===== config.mk =====
export PLATFORM = sky130hd
export DESIGN_NAME = logical_unit_pipe
export DESIGN_NICKNAME = d
export VERILOG_FILES = /design/src/rtl/logical_unit_pipe.sv
export SDC_FILE = /design/constraint.sdc
export NUM_CORES = 1
export LEC_CHECK = 0
export CAP_MARGIN = 20
export CORE_MARGIN = 1
export CORE_UTILIZATION = 35
export DETAILED_ROUTE_END_ITERATION = 8
export GPL_TIMING_DRIVEN = 0
export PLACE_DENSITY = 0.52
export SLEW_MARGIN = 20
export SYNTH_ARGS = -nofsm -noshare
export SYNTH_HDL_FRONTEND = slang
export SYNTH_SLANG_ARGS = --single-unit
export TNS_END_PERCENT = 30

===== constraint.sdc =====
create_clock -name clk -period 3.4 [get_ports clk]
set_clock_uncertainty 0.15 [all_clocks]
set_input_delay 0.85 -clock clk [delete_from_list [all_inputs] [get_ports clk]]
set_output_delay 0.85 -clock clk [all_outputs]
set_load 0.01 [all_outputs]

===== src/rtl/logical_unit_pipe.sv =====
// Two-stage pipelined logical/shift unit with valid/ready flow control.
// S1 captures operands, S2 holds the computed result that drives the outputs.
module logical_unit_pipe #(
  parameter int WIDTH = 8,
  localparam int SHW = $clog2(WIDTH)
) (
  input  logic             clk,
  input  logic             reset,
  input  logic [WIDTH-1:0] A,
  input  logic [WIDTH-1:0] B,
  input  logic [3:0]       fn_sel,
  input  logic             op_en,
  output logic             in_ready,
  output logic             out_en,
  input  logic             out_ready,
  output logic [WIDTH-1:0] data_out,
  output logic             op_err,
  output logic             zero
);

  // Returns {err, result}; undefined opcodes yield a zero result with err set.
  function automatic logic [WIDTH:0] logic_op(input logic [WIDTH-1:0] a,
                                              input logic [WIDTH-1:0] b,
                                              input logic [3:0]       fn);
    logic [WIDTH-1:0]   r;
    logic               err;
    logic [SHW-1:0]     sh;
    logic [2*WIDTH-1:0] rot;
    sh  = b[SHW-1:0];
    rot = {a, a} << sh;
    r   = '0;
    err = 1'b0;
    case (fn)
      4'b0110: r = a & b;
      4'b0111: r = a | b;
      4'b1000: r = ~a;
      4'b1001: r = ~(a & b);
      4'b1010: r = ~(a | b);
      4'b1011: r = a ^ b;
      4'b1100: r = ~(a ^ b);
      4'b1101: r = a << sh;
      4'b1110: r = a >> sh;
      4'b1111: r = rot[2*WIDTH-1:WIDTH];
      default: begin
        r   = '0;
        err = 1'b1;
      end
    endcase
    return {err, r};
  endfunction

  logic [WIDTH-1:0] a_p1, b_p1;
  logic [3:0]       fn_p1;
  logic             vld_p1;
  logic [WIDTH-1:0] res_p2;
  logic             err_p2, zero_p2, vld_p2;
  logic             adv_p1, adv_p2;
  logic [WIDTH:0]   op_res_p1;

  always_comb begin
    adv_p2    = ~vld_p2 | out_ready;
    adv_p1    = ~vld_p1 | adv_p2;
    op_res_p1 = logic_op(a_p1, b_p1, fn_p1);
  end

  assign in_ready = adv_p1;
  assign out_en   = vld_p2;
  assign data_out = res_p2;
  assign op_err   = err_p2;
  assign zero     = zero_p2;

  // Stage 1: operand capture
  always_ff @(posedge clk) begin
    if (adv_p1 && op_en) begin
      a_p1  <= A;
      b_p1  <= B;
      fn_p1 <= fn_sel;
    end
  end

  always_ff @(posedge clk) begin
    if (reset) begin
      vld_p1 <= 1'b0;
    end else if (adv_p1) begin
      vld_p1 <= op_en;
    end
  end

  // Stage 2: result register; loads only real ops so bubbles never disturb outputs
  always_ff @(posedge clk) begin
    if (reset) begin
      vld_p2  <= 1'b0;
      res_p2  <= '0;
      err_p2  <= 1'b0;
      zero_p2 <= 1'b0;
    end else if (adv_p2) begin
      vld_p2 <= vld_p1;
      if (vld_p1) begin
        res_p2  <= op_res_p1[WIDTH-1:0];
        err_p2  <= op_res_p1[WIDTH];
        zero_p2 <= (op_res_p1[WIDTH-1:0] == '0);
      end
    end
  end

endmodule


==> results of run 1 <==
[Yosys cell counts (4+ instances only)]
master	count
sky130_fd_sc_hd__inv_1	22
sky130_fd_sc_hd__edfxtp_1	20
sky130_fd_sc_hd__nor2_1	20
sky130_fd_sc_hd__ha_1	17
sky130_fd_sc_hd__clkbuf_1	15
sky130_fd_sc_hd__a21oi_1	13
sky130_fd_sc_hd__dfxtp_1	12
sky130_fd_sc_hd__nand2_1	11
sky130_fd_sc_hd__o21ai_0	10
sky130_fd_sc_hd__mux4_1	8
sky130_fd_sc_hd__o22ai_1	8
sky130_fd_sc_hd__a211oi_1	7
sky130_fd_sc_hd__buf_2	7
sky130_fd_sc_hd__mux2_2	7
sky130_fd_sc_hd__nand2b_1	6
sky130_fd_sc_hd__and3_1	5
sky130_fd_sc_hd__mux2i_1	5
sky130_fd_sc_hd__nor2b_1	5
sky130_fd_sc_hd__nor3_1	5
sky130_fd_sc_hd__mux4_2	4
[layout by cell type (no fill, tap or decap), types with 3 or more instances in the layout]
master | netlist | final
sky130_fd_sc_hd__clkdlybuf4s50_1 | 0 | 35
sky130_fd_sc_hd__inv_1 | 22 | 22
sky130_fd_sc_hd__nor2_1 | 20 | 20
sky130_fd_sc_hd__edfxtp_1 | 20 | 20
sky130_fd_sc_hd__clkbuf_1 | 15 | 17
sky130_fd_sc_hd__ha_1 | 17 | 17
sky130_fd_sc_hd__a21oi_1 | 13 | 13
sky130_fd_sc_hd__dfxtp_1 | 12 | 12
sky130_fd_sc_hd__nand2_1 | 11 | 11
sky130_fd_sc_hd__o21ai_0 | 10 | 10
sky130_fd_sc_hd__mux4_1 | 8 | 8
sky130_fd_sc_hd__o22ai_1 | 8 | 8
sky130_fd_sc_hd__buf_2 | 7 | 7
sky130_fd_sc_hd__mux2_2 | 7 | 7
sky130_fd_sc_hd__a211oi_1 | 7 | 7
sky130_fd_sc_hd__nand2b_1 | 6 | 6
sky130_fd_sc_hd__nor2b_1 | 5 | 5
sky130_fd_sc_hd__and3_1 | 5 | 5
sky130_fd_sc_hd__nor3_1 | 5 | 5
sky130_fd_sc_hd__mux2i_1 | 5 | 5
sky130_fd_sc_hd__clkbuf_8 | 0 | 5
sky130_fd_sc_hd__mux4_2 | 4 | 4
sky130_fd_sc_hd__a32oi_1 | 3 | 3
sky130_fd_sc_hd__or3b_2 | 3 | 3
sky130_fd_sc_hd__a22o_1 | 3 | 3
sky130_fd_sc_hd__a221oi_1 | 3 | 3
sky130_fd_sc_hd__and3b_1 | 3 | 3
sky130_fd_sc_hd__o211ai_1 | 3 | 3
sky130_fd_sc_hd__a221o_1 | 3 | 3
[worst max-delay path, cell delays in order]
cell and delay, ns:
sky130_fd_sc_hd__clkdlybuf4s50_1 0.40, sky130_fd_sc_hd__nor2b_1 0.23, sky130_fd_sc_hd__nand2_1 0.11, sky130_fd_sc_hd__clkdlybuf4s50_1 0.48
[per-stage QoR]
stage	instances	instance area [sq um]	hold WS [ns]	util (%)	power, uW
2_1_floorplan	273	2680	0.328	-	640
3_3_place_gp	407	3160	0.332	43.0	738
3_5_place_dp	407	3160	0.343	43.0	742
4_1_cts	415	3240	0.353	44.2	1030
5_1_grt	415	3240	0.372	44.2	1080
6_report	415	3240	0.346	44.2	1030
[registers in the layout, indices dropped and copies added (netlist names)]
name / cells
fn_p1: 4
vld_p1: 1
b_p1: 8
data_out: 8
a_p1: 8
op_err: 1
zero: 1
out_en: 1
[kinds of logic (layout without fill, tap and decap cells)]
logic type      Yosys count  count (layout)  synth area share [%]
compound gates           75              75                  20.5
fa+ha+maj                17              17                  7.93
buf+inv                  49              92                  8.03
flops                    32              32                  31.4
mux                      24              24                  16.0
simple gates             76              76                  16.1
[path summary, 6_finish.rpt]
check | startpoint | to | slack [ns] | cells after the start
worst min register to register | data_out[2]$_SDFFE_PP0P_ | data_out[2]$_SDFFE_PP0P_ | 0.35 | 2
worst max-delay path | out_ready | in_ready | 0.34 | 4
worst min-delay path | data_out[2]$_SDFFE_PP0P_ | data_out[2]$_SDFFE_PP0P_ | 0.35 | 2
worst max register to register | a_p1[3]$_DFFE_PP_ | zero$_SDFFE_PP0P_ | 0.60 | 8
[layer usage]
| metal | track usage (%) | routed length [um] | up-vias |
|---|---|---|---|
| met4 | 9.38 | 270 | 0 |
| met1 | 25.2 | 3210 | 1150 |
| met2 | 32.8 | 3470 | 81 |
| met3 | 4.89 | 441 | 19 |
| met5 | 0 | 0 | - |
| li1 | - | - | 1130 |
[area by class of cell]
class,instances,area [sq um]
Buffer,26,129
Clock buffer,7,76.3
Clock inverter,1,5.00
Fill cell,734,4090
Inverter,23,86.3
Multi-Input combinational cell,192,1630
Sequential cell,32,841
Tap cell,99,124
Timing Repair Buffer,35,350
[power breakdown]
part | total, uW | switching [uW] | internal (uW)
sequential | 460 | 21.8 | 438
combinational | 274 | 138 | 136
clock | 295 | 151 | 144
total | 1030 | 311 | 717
==> metrics.md, run 1 <==
| Metric | Value |
|---|---|
| Result of the run | complete, no violations |
| Type of the setup path with the least slack | primary input to output pin |
| Hold Fails Final Rpt | 0 |
| Share of final-layout standard cells stronger than drive strength 1 | 11.1% |
| Die span in y | 89.5 um |
| Post-layout worst setup margin | 0.337 ns |
| CP Launch Type | primary input |
| CTS HTree Levels | 2 |
| Portion of the clock cycle consumed by the worst path in the final layout | 90.1% |
| Row count | 31 |
| I/O Pins | 36 |
| Core area | 7330 sq um |
| Worst endpoint data arrival time | 2.06 ns |
| Top cells by area in the synthesized netlist | sky130_fd_sc_hd__edfxtp_1 22%, sky130_fd_sc_hd__dfxtp_1 9.0%, sky130_fd_sc_hd__ha_1 7.9% |
| Setup Fix Bufs, Post-CTS | 0 |
| Number of global-route vias before repair | 2288 |
| RSZ-0062 raised after global routing | no |
| Final count of negative-setup-slack endpoints | 0 |
| Area leader, netlist | sky130_fd_sc_hd__edfxtp_1 |
| First-pass DRT Iterations | 4 |
| Type of destination of the critical path | output pin |
| Top fanout value on the critical path | 4 |
| Final nets | 356 |
| Accumulated negative setup slack | 0 ns |
| Synth top area share | 22.4% |
| Shortest period the worst path allows | 3.06 ns |
| Total grt overflow | 0 |
| Power per Cell Area | 318 nW/um^2 |
| Clock tree from TritonCTS | yes |
| Routability cong. | 0.945 |
| Main flop type after synthesis | sky130_fd_sc_hd__edfxtp_1 |
| Effective utilization at floorplan | 36.6% |
| Antenna violations before repair | 0 |
| PostCTS Resize Cnt | 0 |
| Path class of the lowest-slack min-delay path | flop to flop |
| Total nets after synthesis | 314 |
| Mean instance size in the synthesized netlist | 9.82 sq um |
| Mean routed wirelength per cell | 17.8 um |
| Root buffer selected by CTS | sky130_fd_sc_hd__clkbuf_8 |
| Maximum clock insertion buffer count | 2 |
| Number of nets with antenna violations after detailed routing | 0 |
| Via count | 2380 |
| Number of slew-limit violations in the final report | 0 |
| # diodes | 0 |
| Number of clock sinks | 32 |
| Overall fraction of global-route tracks in use | 20.1% |
| Max-capacitance violation count | 0 |
| DPL Wire Length | 5540 um |
| Flop and latch count out of synthesis | 32 |
| Area enclosed by the die boundary | 8010 sq um |
| Number of buffers inserted by hold repair at cts | 0 |
| Post-DR vias/cell | 5.73 |
| Part of the Yosys area used for sequential elements | 31.4% |
| Transition at the pin with the smallest max-transition slack | 0.944 ns |
| Post-placement setup slack | 0.287 ns |
| Normalized max-slew margin | 37.1% |
| Worst skew pair latency | 0.29 ns |
| Pleak | 0.00126 uW |
| Area growth, synth to finish | 20.7% |
| Number of standard cells after synthesis | 273 |
| Cts bufs inserted | 5 |
| Syn Std Cell Area | 2680 sq um |
| Die width | 89.5 um |
| Maximum number of pins on one net before global-route repair | 21 |
| DRT iter0 DRCs | 137 |
| Number of I/O port buffers | 35 |
| Post-CTS clock slew at the launch and capture registers of the worst setup and hold paths | 0.07 ns |
| Detailed-route wire length | 7390 um |
| Number of flops mapped to enable cells by yosys | 20 |
| Yosys warning total | 0 |
| FMAX | 327 MHz |
| Endpoint required time on the critical path | 2.40 ns |
| First-pass GRT wire length | 11900 um |
| Number of library cell types mapped by synthesis | 63 |
| Async SR Flop Fraction | 0% |
| Remaining DRCs | 0 |
| Worst vdd rail ir drop | 0.138 mV |
No activity file was read; power rests on OpenSTA's default activity.
==> run 2, diff against run 1 <==
CTS_BUF_LIST = sky130_fd_sc_hd__clkbuf_8 sky130_fd_sc_hd__clkbuf_16   (was not set)
GPL_ROUTABILITY_DRIVEN = 0   (was not set)
==> metrics.md, run 2 (synthesized netlist as in run 1, its figures left out) <==
| Metric | Value |
|---|---|
| RSZ-0062 raised after global routing | no (unchanged) |
| First-pass DRT Iterations | 5 (was 4) |
| Die span in y | 89.5 um (unchanged) |
| End of the worst register-to-register path | zero$_SDFFE_PP0P_ (unchanged) |
| Normalized max-slew margin | 41.0% (was 37.1%) |
| FMAX | 324 MHz (was 327 MHz) |
| Type of the setup path with the least slack | primary input to output pin (unchanged) |
| Hold Fails Final Rpt | 0 (unchanged) |
| Worst path depth | 4 (unchanged) |
| Worst Hold Launch | data_out[7]$_SDFFE_PP0P_ (was data_out[2]$_SDFFE_PP0P_) |
| Type of destination of the critical path | output pin (unchanged) |
| Clock tree from TritonCTS | yes (unchanged) |
| Number of buffers inserted by hold repair at cts | 0 (unchanged) |
| CP startpoint | out_ready (unchanged) |
| Reg2Reg Launch Point | a_p1[3]$_DFFE_PP_ (unchanged) |
| Row count | 31 (unchanged) |
| Fillcell total | 703 (was 734) |
| Post-route standard cell area excluding fillers | 3250 sq um (was 3240 sq um) |
| Area enclosed by the die boundary | 8010 sq um (unchanged) |
| Number of global-route vias before repair | 2186 (was 2288) |
| Mean routed wirelength per cell | 17.9 um (was 17.8 um) |
| Highest cell delay on the worst timing path | 0.49 ns (was 0.48 ns) |
| Shortest period the worst path allows | 3.09 ns (was 3.06 ns) |
| Worst endpoint data arrival time | 2.09 ns (was 2.06 ns) |
| CP Launch Type | primary input (unchanged) |
| DPL Wire Length | 5460 um (was 5540 um) |
| Maximum clock insertion buffer count | 2 (unchanged) |
| Slowest CP cell | sky130_fd_sc_hd__clkdlybuf4s50_1 (unchanged) |
| Critical path capture point | in_ready (unchanged) |
| Effective utilization at floorplan | 36.6% (unchanged) |
| Dominant cell type by count on the critical path | sky130_fd_sc_hd__clkdlybuf4s50_1 (unchanged) |
| Result of the run | complete, no violations (unchanged) |
| Top fanout value on the critical path | 4 (unchanged) |
| Final count of negative-setup-slack endpoints | 0 (unchanged) |
| Post-placement setup slack | 0.323 ns (was 0.287 ns) |
| Most common library cell in the layout ignoring fill and taps | sky130_fd_sc_hd__clkdlybuf4s50_1 (unchanged) |
| Power per Cell Area | 324 nW/um^2 (was 318 nW/um^2) |
| Endpoint required time on the critical path | 2.40 ns (about the same) |
| Portion of the clock cycle consumed by the worst path in the final layout | 90.8% (was 90.1%) |
| CP bufs+invs | 2 (unchanged) |
| Max-capacitance violation count | 0 (unchanged) |
| Post-DR vias/cell | 5.76 (was 5.73) |
| CTS HTree Levels | 2 (unchanged) |
| Number of I/O port buffers | 35 (unchanged) |
| Core area | 7330 sq um (unchanged) |
| Cts bufs inserted | 5 (unchanged) |
| Reg2Reg Depth | 8 (unchanged) |
| Area growth, synth to finish | 21.1% (was 20.7%) |
| Cell breakdown of the critical path | clkdlybuf4s50_1 > nor2b_1 > nand2_1 > clkdlybuf4s50_1 (unchanged) |
| Path class of the lowest-slack min-delay path | flop to flop (unchanged) |
| Pleak | 0.00127 uW (was 0.00126 uW) |
| Core Util, Final | 44.3% (was 44.2%) |
| Highest-count cells in the layout ignoring fill and taps | 35 x sky130_fd_sc_hd__clkdlybuf4s50_1, 23 x sky130_fd_sc_hd__inv_1, 20 x sky130_fd_sc_hd__nor2_1, 20 x sky130_fd_sc_hd__edfxtp_1, 17 x sky130_fd_sc_hd__ha_1 (was 35 x sky130_fd_sc_hd__clkdlybuf4s50_1, 22 x sky130_fd_sc_hd__inv_1, 20 x sky130_fd_sc_hd__nor2_1, 20 x sky130_fd_sc_hd__edfxtp_1) |
| Transition at the pin with the smallest max-transition slack | 0.885 ns (was 0.944 ns) |
| Worst vdd rail ir drop | 0.131 mV (was 0.138 mV) |
| Detailed-route wire length | 7430 um (was 7390 um) |
| Post-CTS clock slew at the launch and capture registers of the worst setup and hold paths | 0.08 ns (was 0.07 ns) |
| Placed standard-cell area | 3160 sq um (unchanged) |
| DRT iter0 DRCs | 132 (was 137) |
| Maximum number of pins on one net before global-route repair | 21 (unchanged) |
| I/O Pins | 36 (unchanged) |
| Root buffer selected by CTS | sky130_fd_sc_hd__clkbuf_8 (unchanged) |
| Final nets | 356 (unchanged) |
| Cell family with most CP delay | buffers and inverters (unchanged) |
| First-pass GRT wire length | 11600 um (was 11900 um) |
| Post-layout worst setup margin | 0.313 ns (was 0.337 ns) |
| Worst skew pair latency | 0.29 ns (about the same) |
| Remaining DRCs | 0 (unchanged) |
| Register-to-register path setup slack | 0.60 ns (about the same) |
| PostCTS Resize Cnt | 0 (unchanged) |
| Number of nets with antenna violations after detailed routing | 0 (unchanged) |
| Setup Fix Bufs, Post-CTS | 0 (unchanged) |
| Pwr Total | 1050 uW (was 1030 uW) |
| Accumulated negative setup slack | 0 ns (unchanged) |
| Die width | 89.5 um (unchanged) |
| Number of clock sinks | 32 (unchanged) |
| Share of final-layout standard cells stronger than drive strength 1 | 11.4% (was 11.1%) |
| Antenna violations before repair | 0 (unchanged) |
| # diodes | 0 (unchanged) |
| Total grt overflow | 0 (unchanged) |
| Overall fraction of global-route tracks in use | 19.9% (was 20.1%) |
| Number of slew-limit violations in the final report | 0 (unchanged) |
| Via count | 2391 (was 2380) |
[run 2: cell types whose count changed in the layout (fill, tap and decap cells not counted), sizes merged]
| cell | delta |
|---|---|
| inv | +2 |
| clkbuf | -1 |
| clkinv | -1 |
[run 2: cell type report]
class                           instances  area, sq um  share of cell area [%]
Buffer                                 26          129                    3.97
Clock buffer                            6         82.6                    2.54
Clock inverter                          2         10.0                   0.308
Inverter                               23         86.3                    2.66
Multi-Input combinational cell        192         1630                    50.0
Sequential cell                        32          841                    25.9
Tap cell                               99          124                    3.81
Timing Repair Buffer                   35          350                    10.8
[run 2: how the worst min path moves through the flow]
stage                                          end  cells past startpoint  slack (ns)
final                     data_out[7]$_SDFFE_PP0P_                      2        0.34
after global routing           out_en$_SDFFE_PP0P_                      2        0.37
after CTS                 data_out[7]$_SDFFE_PP0P_                      2        0.34
after detailed placement  data_out[7]$_SDFFE_PP0P_                      2        0.33
after global placement    data_out[7]$_SDFFE_PP0P_                      2        0.33
after floorplan                out_en$_SDFFE_PP0P_                      2        0.33
[run 2: worst register-to-register path: stages, from the launching register on]
cell and delay, ns:
sky130_fd_sc_hd__edfxtp_1 0.41, sky130_fd_sc_hd__clkbuf_1 0.44, sky130_fd_sc_hd__inv_1 0.09, sky130_fd_sc_hd__ha_1 0.32, sky130_fd_sc_hd__a221o_1 0.31, sky130_fd_sc_hd__a32o_1 0.30, sky130_fd_sc_hd__or3_1 0.32, sky130_fd_sc_hd__nand4bb_1 0.19
sky130_fd_sc_hd__o31ai_2 0.18
[run 2: routing by layer]
| metal | share of wire, % | up-vias | GRT usage [%] |
|---|---|---|---|
| li1 | - | 1136 | - |
| met1 | 45 | 1136 | 26.1 |
| met2 | 46 | 103 | 32.1 |
| met3 | 7.0 | 16 | 4.25 |
| met4 | 2.6 | 0 | 7.50 |
| met5 | 0 | - | 0 |
[run 2: power by group]
group	total, uW	switching [uW]	internal [uW]	leakage [uW]
clock	319	157	162	0.0000529
combinational	274	138	135	0.000922
sequential	459	21.2	438	0.000294
total	1050	316	736	0.00127
[run 2: stage by stage]
step	hold WS [ns]	std cells
after floorplan	0.328	273
after detailed placement	0.328	407
after global placement	0.333	407
final	0.340	415
after global routing	0.372	415
after CTS	0.343	415
